### src/rtl/alu_issue_pkg.sv
// Shared types for the ALU issue/collect stage.
// Holds op codes, FSM states and the request entry layout.
// Optional build macro: ALU_ISSUE_ACC_EN adds a use_acc bit to req_t.
package alu_issue_pkg;

  localparam int ALU_WIDTH = 5;

  localparam logic [1:0] OP_AND = 2'b00;
  localparam logic [1:0] OP_ADD = 2'b01;
  localparam logic [1:0] OP_OR  = 2'b10;
  localparam logic [1:0] OP_XOR = 2'b11;

  typedef enum logic [1:0] {
    IDLE  = 2'd0,
    DRIVE = 2'd1,
    HOLD  = 2'd2
  } state_e;

  typedef struct packed {
    logic [ALU_WIDTH-1:0] a;
    logic [ALU_WIDTH-1:0] b;
    logic [1:0]           sel;
`ifdef ALU_ISSUE_ACC_EN
    logic                 use_acc;
`endif
  } req_t;

endpackage

### src/rtl/alu_issue_ctrl_if.sv
// Request/response handshake bundle for alu_issue_ctrl.
// master: requester/consumer side; slave: the issue stage.
// Optional build macro: ALU_ISSUE_ACC_EN adds req_use_acc.
interface alu_issue_ctrl_if #(
  parameter int WIDTH = 5
);

  logic             req_valid;
  logic             req_ready;
  logic [WIDTH-1:0] req_a;
  logic [WIDTH-1:0] req_b;
  logic [1:0]       req_sel;
`ifdef ALU_ISSUE_ACC_EN
  logic             req_use_acc;
`endif
  logic             rsp_valid;
  logic             rsp_ready;
  logic [WIDTH-1:0] rsp_data;
  logic [1:0]       rsp_sel;
  logic             rsp_zero;

  modport master (
    output req_valid,
    output req_a,
    output req_b,
    output req_sel,
`ifdef ALU_ISSUE_ACC_EN
    output req_use_acc,
`endif
    output rsp_ready,
    input  req_ready,
    input  rsp_valid,
    input  rsp_data,
    input  rsp_sel,
    input  rsp_zero
  );

  modport slave (
    input  req_valid,
    input  req_a,
    input  req_b,
    input  req_sel,
`ifdef ALU_ISSUE_ACC_EN
    input  req_use_acc,
`endif
    input  rsp_ready,
    output req_ready,
    output rsp_valid,
    output rsp_data,
    output rsp_sel,
    output rsp_zero
  );

endinterface

### src/rtl/alu_req_fifo.sv
// Synchronous request FIFO, no bypass; push ignored when full.
// Ports: i_push/i_din, i_pop/o_dout (head), o_full, o_empty, o_count.
module alu_req_fifo #(
  parameter int DEPTH = 4,
  parameter int W     = 12
) (
  input  logic                     clk,
  input  logic                     rst_n,
  input  logic                     i_push,
  input  logic [W-1:0]             i_din,
  input  logic                     i_pop,
  output logic [W-1:0]             o_dout,
  output logic                     o_full,
  output logic                     o_empty,
  output logic [$clog2(DEPTH):0]   o_count
);

  localparam int AW = $clog2(DEPTH);

  logic [W-1:0]  r_mem [DEPTH];
  logic [AW-1:0] r_wp;
  logic [AW-1:0] r_rp;
  logic [AW:0]   r_cnt;
  logic          w_push;
  logic          w_pop;

  assign o_full  = (r_cnt == (AW+1)'(DEPTH));
  assign o_empty = (r_cnt == '0);
  assign o_count = r_cnt;
  assign o_dout  = r_mem[r_rp];

  assign w_push = i_push && !o_full;
  assign w_pop  = i_pop && !o_empty;

  always_ff @(posedge clk) begin
    if (w_push) r_mem[r_wp] <= i_din;
  end

  always_ff @(posedge clk or negedge rst_n) begin
    if (!rst_n) begin
      r_wp  <= '0;
      r_rp  <= '0;
      r_cnt <= '0;
    end else begin
      if (w_push) r_wp <= r_wp + 1'b1;
      if (w_pop)  r_rp <= r_rp + 1'b1;
      unique case ({w_push, w_pop})
        2'b10:   r_cnt <= r_cnt + 1'b1;
        2'b01:   r_cnt <= r_cnt - 1'b1;
        default: r_cnt <= r_cnt;
      endcase
    end
  end

endmodule

### src/rtl/alu_issue_ctrl.sv
// Issue/collect stage around a combinational ALU: FIFO -> regs -> ALU -> rsp.
// Ports: clk, rst_n, bus (slave), alu_a/b/sel out, alu_out in, busy.
// Optional build macro: ALU_ISSUE_ACC_EN (accumulator-sourced operand A).
module alu_issue_ctrl
  import alu_issue_pkg::*;
#(
  parameter int WIDTH = ALU_WIDTH,
  parameter int DEPTH = 4
) (
  input  logic             clk,
  input  logic             rst_n,
  alu_issue_ctrl_if.slave  bus,
  output logic [WIDTH-1:0] alu_a,
  output logic [WIDTH-1:0] alu_b,
  output logic [1:0]       alu_sel,
  input  logic [WIDTH-1:0] alu_out,
  output logic             busy
);

  localparam int EW = $bits(req_t);

  state_e                  r_state;
  state_e                  w_next;
  logic                    w_pop;
  logic                    w_cap;
  logic                    w_push;
  logic                    w_full;
  logic                    w_empty;
  logic [$clog2(DEPTH):0]  w_count;
  req_t                    w_in;
  req_t                    w_head;
  logic [EW-1:0]           w_dout;
  logic [WIDTH-1:0]        r_alu_a;
  logic [WIDTH-1:0]        r_alu_b;
  logic [1:0]              r_alu_sel;
  logic [WIDTH-1:0]        r_rsp_data;
  logic [1:0]              r_rsp_sel;
`ifdef ALU_ISSUE_ACC_EN
  logic [WIDTH-1:0]        r_acc;
`endif

  assign w_in.a   = bus.req_a;
  assign w_in.b   = bus.req_b;
  assign w_in.sel = bus.req_sel;
`ifdef ALU_ISSUE_ACC_EN
  assign w_in.use_acc = bus.req_use_acc;
`endif
  assign w_head = w_dout;

  assign w_push        = bus.req_valid && !w_full;
  assign bus.req_ready = !w_full;

  alu_req_fifo #(
    .DEPTH (DEPTH),
    .W     (EW)
  ) u_fifo (
    .clk     (clk),
    .rst_n   (rst_n),
    .i_push  (w_push),
    .i_din   (w_in),
    .i_pop   (w_pop),
    .o_dout  (w_dout),
    .o_full  (w_full),
    .o_empty (w_empty),
    .o_count (w_count)
  );

  always_ff @(posedge clk or negedge rst_n) begin
    if (!rst_n) r_state <= IDLE;
    else        r_state <= w_next;
  end

  always_comb begin
    w_next = r_state;
    w_pop  = 1'b0;
    w_cap  = 1'b0;
    unique case (r_state)
      IDLE: begin
        if (!w_empty) begin
          w_pop  = 1'b1;
          w_next = DRIVE;
        end
      end
      DRIVE: begin
        w_cap  = 1'b1;
        w_next = HOLD;
      end
      HOLD: begin
        if (bus.rsp_ready) begin
          w_pop  = !w_empty;
          w_next = w_empty ? IDLE : DRIVE;
        end
      end
      default: w_next = IDLE;
    endcase
  end

  always_ff @(posedge clk or negedge rst_n) begin
    if (!rst_n) begin
      r_alu_a    <= '0;
      r_alu_b    <= '0;
      r_alu_sel  <= '0;
      r_rsp_data <= '0;
      r_rsp_sel  <= '0;
`ifdef ALU_ISSUE_ACC_EN
      r_acc      <= '0;
`endif
    end else begin
      if (w_pop) begin
`ifdef ALU_ISSUE_ACC_EN
        r_alu_a <= w_head.use_acc ? r_acc : w_head.a;
`else
        r_alu_a <= w_head.a;
`endif
        r_alu_b   <= w_head.b;
        r_alu_sel <= w_head.sel;
      end
      if (w_cap) begin
        r_rsp_data <= alu_out;
        r_rsp_sel  <= r_alu_sel;
`ifdef ALU_ISSUE_ACC_EN
        r_acc      <= alu_out;
`endif
      end
    end
  end

  assign alu_a   = r_alu_a;
  assign alu_b   = r_alu_b;
  assign alu_sel = r_alu_sel;

  assign bus.rsp_valid = (r_state == HOLD);
  assign bus.rsp_data  = r_rsp_data;
  assign bus.rsp_sel   = r_rsp_sel;
  // Gated so the flag reads 0 out of reset; identical whenever rsp_valid=1.
  assign bus.rsp_zero  = bus.rsp_valid && (r_rsp_data == '0);

  assign busy = (w_count != '0) || (r_state != IDLE);

endmodule
### src/flat_wrapper.sv
// flat-port wrapper written by rule: the top's interface ports become plain ports
module alu_issue_ctrl_flat import alu_issue_pkg::*;
#(
  parameter int WIDTH = ALU_WIDTH,
  parameter int DEPTH = 4
)
  (clk, rst_n, alu_a, alu_b, alu_sel, alu_out, busy, bus_req_valid, bus_req_a, bus_req_b, bus_req_sel, bus_rsp_ready, bus_req_ready, bus_rsp_valid, bus_rsp_data, bus_rsp_sel, bus_rsp_zero);
  alu_issue_ctrl_if #(.WIDTH(WIDTH)) bus_i ();
  input  logic clk;
  input  logic rst_n;
  output logic [WIDTH-1:0] alu_a;
  output logic [WIDTH-1:0] alu_b;
  output logic [1:0] alu_sel;
  input  logic [WIDTH-1:0] alu_out;
  output logic busy;
  input wire logic [$bits(bus_i.req_valid)-1:0] bus_req_valid;
  input wire logic [$bits(bus_i.req_a)-1:0] bus_req_a;
  input wire logic [$bits(bus_i.req_b)-1:0] bus_req_b;
  input wire logic [$bits(bus_i.req_sel)-1:0] bus_req_sel;
  input wire logic [$bits(bus_i.rsp_ready)-1:0] bus_rsp_ready;
  output wire logic [$bits(bus_i.req_ready)-1:0] bus_req_ready;
  output wire logic [$bits(bus_i.rsp_valid)-1:0] bus_rsp_valid;
  output wire logic [$bits(bus_i.rsp_data)-1:0] bus_rsp_data;
  output wire logic [$bits(bus_i.rsp_sel)-1:0] bus_rsp_sel;
  output wire logic [$bits(bus_i.rsp_zero)-1:0] bus_rsp_zero;
  assign bus_i.req_valid = bus_req_valid;
  assign bus_i.req_a = bus_req_a;
  assign bus_i.req_b = bus_req_b;
  assign bus_i.req_sel = bus_req_sel;
  assign bus_i.rsp_ready = bus_rsp_ready;
  assign bus_req_ready = bus_i.req_ready;
  assign bus_rsp_valid = bus_i.rsp_valid;
  assign bus_rsp_data = bus_i.rsp_data;
  assign bus_rsp_sel = bus_i.rsp_sel;
  assign bus_rsp_zero = bus_i.rsp_zero;
  alu_issue_ctrl #(.WIDTH(WIDTH), .DEPTH(DEPTH)) u_core (.clk(clk), .rst_n(rst_n), .bus(bus_i), .alu_a(alu_a), .alu_b(alu_b), .alu_sel(alu_sel), .alu_out(alu_out), .busy(busy));
endmodule
### config.mk
export PLATFORM = sky130hd
export DESIGN_NAME = alu_issue_ctrl_flat
export DESIGN_NICKNAME = d
export VERILOG_FILES = /design/src/rtl/alu_issue_pkg.sv /design/src/rtl/alu_issue_ctrl_if.sv /design/src/rtl/alu_req_fifo.sv /design/src/rtl/alu_issue_ctrl.sv /design/src/flat_wrapper.sv
export SDC_FILE = /design/constraint.sdc
export NUM_CORES = 1
export LEC_CHECK = 0
export ABC_AREA = 0
export BUFFER_PORTS_ARGS = -buffer_cell sky130_fd_sc_hd__buf_2
export CAP_MARGIN = 20
export CORE_UTILIZATION = 56
export CTS_CLUSTER_DIAMETER = 150
export DETAILED_ROUTE_END_ITERATION = 7
export PLACE_DENSITY = 0.77
export SLEW_MARGIN = 10
export SYNTH_ARGS = -nofsm -noshare
export SYNTH_HDL_FRONTEND = slang
export SYNTH_SLANG_ARGS = --single-unit
export TNS_END_PERCENT = 100
### constraint.sdc
create_clock -name clk -period 2.5 [get_ports clk]
set_input_delay 0.75 -clock clk [delete_from_list [all_inputs] [get_ports clk]]
set_output_delay 0.75 -clock clk [all_outputs]
set_load 0.01 [all_outputs]
==> metrics.md <==
| Metric | Value |
|---|---|
| Internal power | `3.11 mW` |
| Reg-to-reg setup timing slack | `0.27 ns` |
| 1st-pass router iterations | `4` |
| Routed wire length | `about 4800 µm` |
| Static Leak | `1.43 nW` |
| DRC errors left | `0` |
| Post-DP HPWL | `between 3000 and 4000 µm` |
| Fmax | `between 0.4 and 0.5 GHz` |
| Max transition margin | `around 54%` |
| Worst R2R Start | `u_core.u_fifo.o_count[0]` |
| Worst vdd ir | `0.613 mV` |
| Worst setup SP type | `register` |
| H-Tree Depth | `3` |
| Dominant synthesized flop cell | `edfxtp_1` |
| Max_cap viols | `0` |
| Crit-path cells | `or3b_4 > and2_4 > inv_1 > ha_1 > inv_1 > fa_1 > xor2_1 > nor2_1 > xor2_1` |
| CTS buffer count | `9` |
| Syn nets | `approximately 180` |
| Largest net degree at the start of global routing | `29` |
| #FFs+latches synth | `76` |
| Final RePlAce weighted congestion | `0.650` |
| Netlist cell types | `28` |
| CP bufs+invs | `2` |
| CTS Root Cell | `clkbuf_8` |
| CTS tree | `yes` |
| Final nets | `231` |
| PD cells | `1280 nW/µm²` |
| CP Class | `register to register` |
| Total negative setup slack | `0 ns` |
| Site Rows | `26` |
| Final count of pins violating max slew | `0` |
| GR Util All Layers | `19.6%` |
| Initial antenna violation count | `0` |
| Largest stage delay, worst path | `0.44 ns` |
| Synth top area cells | `edfxtp_1, dfrtp_1, mux4_2` |
| Most numerous cell in the Yosys netlist | `edfxtp_1` |
| Post-CTS resize count | `0` |
| Tcrit/Tclk final | `89.0%` |
| Final period demand of the worst path | `~2.2 ns` |
| CP Depth | `9` |
| RR Endpoint | `u_core.u_fifo.o_count[2]` |
| Clk Latency, worst-skew pair | `0.34 ns` |
| List of most frequent post-synthesis cells | `edfxtp_1, dfrtp_1, mux2_2, mux2_4, mux4_2` |
| CTS Hold Bufs | `0` |
| Worst Path Required | `2.76 ns` |
| N_diodes | `0` |
| Worst Max-Slew Pin Slew | `approximately 0.69 ns` |
| Number of synthesized flops with an enable pin | `48` |
| Run status | `finished clean` |
| Net Sw Frac | `30.7%` |
| Sequential area share after synthesis | `70.7%` |
| Vias/cell | `~5.3` |
| GR Overflow Total | `0` |
| Critical Path AT | `2.49 ns` |
| Setup bufs post-CTS | `0` |
| WL/cell | `17.3 µm` |
| Vias post-DR | `approximately 1500` |
| CP max FO | `6` |
| Die area | `5710 µm²` |
| CP startpoint | `u_core.u_fifo.o_count[0]` |
| Crit path capture | `u_core.u_fifo.o_count[2]` |
| Clock transition at path regs | `around 0.070 ns` |
| Post-Syn Area per Cell | `between 15 and 20 µm²` |
| Layout cell share with drive strength beyond 1 | `44.0%` |
| Final hold violation count | `0` |
| Die Ht | `roughly 76 µm` |
| Clock Power Share | `20.0%` |
| Vias in the first global route | `1524` |
| Switching Power | `approximately 1.4 mW` |
| Hold_ws | `0.426 ns` |
| Core footprint | `5170 µm²` |
| Starting Density | `58.6%` |
| Flop pwr share | `45.0%` |
| Fillers | `334` |
| Hold Crit Class | `input pin to async pin` |
| Mapped Cells | `around 150` |
| Mapped cell area | `3030 µm²` |
| Final ANT Viol Nets | `0` |
| Combinational share of power | `35.0%` |
| Yosys top cell area share | `47.5%` |
| Die W | `75.6 µm` |
| I/O Buffers | `43` |
| Clock sink count | `76` |
| Initial DRC Count | `86` |
| Critical Path Slowest Stage Cell | `dfrtp_1` |
| RSZ-0062 raised after global routing | `false` |
| Synth Warn # | `0` |
| Share of flip-flops with an asynchronous set or reset | `between 30% and 40%` |
| First-pass GRT wire length | `7330 µm` |
| Delay-heaviest family, CP | `simple AND/OR/NAND/NOR gates` |
| Synth-to-layout area growth | `15.7%` |
| I/O pin cnt | `44` |
| # setup viols final | `0` |
| Clock Skew | `0.00710 ns` |
| Buffers from clock root to sink, at most | `2` |
| Yosys top cell by area | `edfxtp_1` |
| CP endpoint kind | `register` |
| Worst r2r path cells | `9` |
## metrics by stage
stage	utilization, %	std cells	instance area, µm²	worst slack (ns)	power [mW]
2_1_floorplan	-	152	3030	0.0342	3.18
3_5_place_dp	64.1	263	3310	0.145	3.64
5_1_grt	67.8	279	3510	0.160	4.77
6_report	67.8	279	3510	0.274	4.48
3_3_place_gp	64.1	263	3310	0.206	3.53
4_1_cts	67.8	279	3510	0.261	4.53
## kinds of logic after synthesis
logic type	Yosys count	synth area share, %
buffers and inverters	11	2.02
multiplexers	33	18.3
AO/OA/AOI/OAI	1	0.248
adder cells (fa/ha/maj)	6	2.72
XOR/XNOR	6	1.73
AND/OR/NAND/NOR	19	4.33
flip-flops	76	70.7
## worst min path at each step
| stage | startpoint | endpoint | slack, ns | cells past startpoint |
|---|---|---|---|---|
| final | rst_n | u_core.bus.rsp_sel[0] | 0.43 | 1 |
| after global routing | rst_n | u_core.bus.rsp_sel[0] | 0.46 | 1 |
| after CTS | rst_n | u_core.bus.rsp_sel[0] | 0.43 | 1 |
| after detailed placement | u_core.bus.rsp_sel[1] | u_core.bus.rsp_sel[1] | 0.49 | 1 |
| after global placement | u_core.bus.rsp_sel[0] | u_core.bus.rsp_sel[0] | 0.48 | 1 |
| after floorplan | rst_n | u_core.alu_a[0] | 0.45 | 0 |
## state kept, by name (all words and copies together), names as in the netlist
register,flops
u_core.u_fifo.o_count,3
u_core.bus.rsp_sel,2
u_core.r_state,2
u_core.alu_a,5
u_core.u_fifo.r_rp,2
u_core.u_fifo.r_wp,2
u_core.u_fifo.r_mem,48
u_core.alu_sel,2
u_core.bus.rsp_data,5
u_core.alu_b,5
## area by class of cell
class / count / area [µm²] / share of cell area (%)
Tap cell: 70 / 87.6 / 2.50
Sequential cell: 76 / 2140 / 61.1
Clock inverter: 5 / 51.3 / 1.46
Clock buffer: 11 / 141 / 4.03
Inverter: 7 / 26.3 / 0.749
Multi-Input combinational cell: 65 / 828 / 23.6
Timing Repair Buffer: 45 / 230 / 6.56
## metal layers
metal  global-route usage [%]  vias up  wire length, µm
li1                         -      683                -
met1                     22.6      755             2010
met2                     32.6       42             2500
met3                     6.48        7              217
met4                     10.7        0              101
met5                        0        -                0
## power by group through the flow
stage          logic, mW  registers [mW]  clock network [mW]
3_5_place_dp        1.59            2.04                   0
4_1_cts             1.60            2.02               0.916
5_1_grt             1.73            2.06               0.973
2_1_floorplan       1.15            2.03                   0
3_3_place_gp        1.52            2.00                   0
6_report            1.57            2.02               0.894
## cell usage in the layout, fill, tap and decap left out, drive strengths merged
master,n
edfxtp,48
mux4,12
nor4b,1
or3b,1
nand2,1
nor3,4
clkinvlp,1
and2,1
mux2i,1
clkinv,3
xnor2,2
and3,5
nor2b,1
inv,7
mux2,20
bufinv,1
nor2,4
clkbuf,11
ha,5
buf,45
xor2,4
dfrtp,28
a21o,1
and2b,1
fa,1
(Power assumes the default switching activity.)
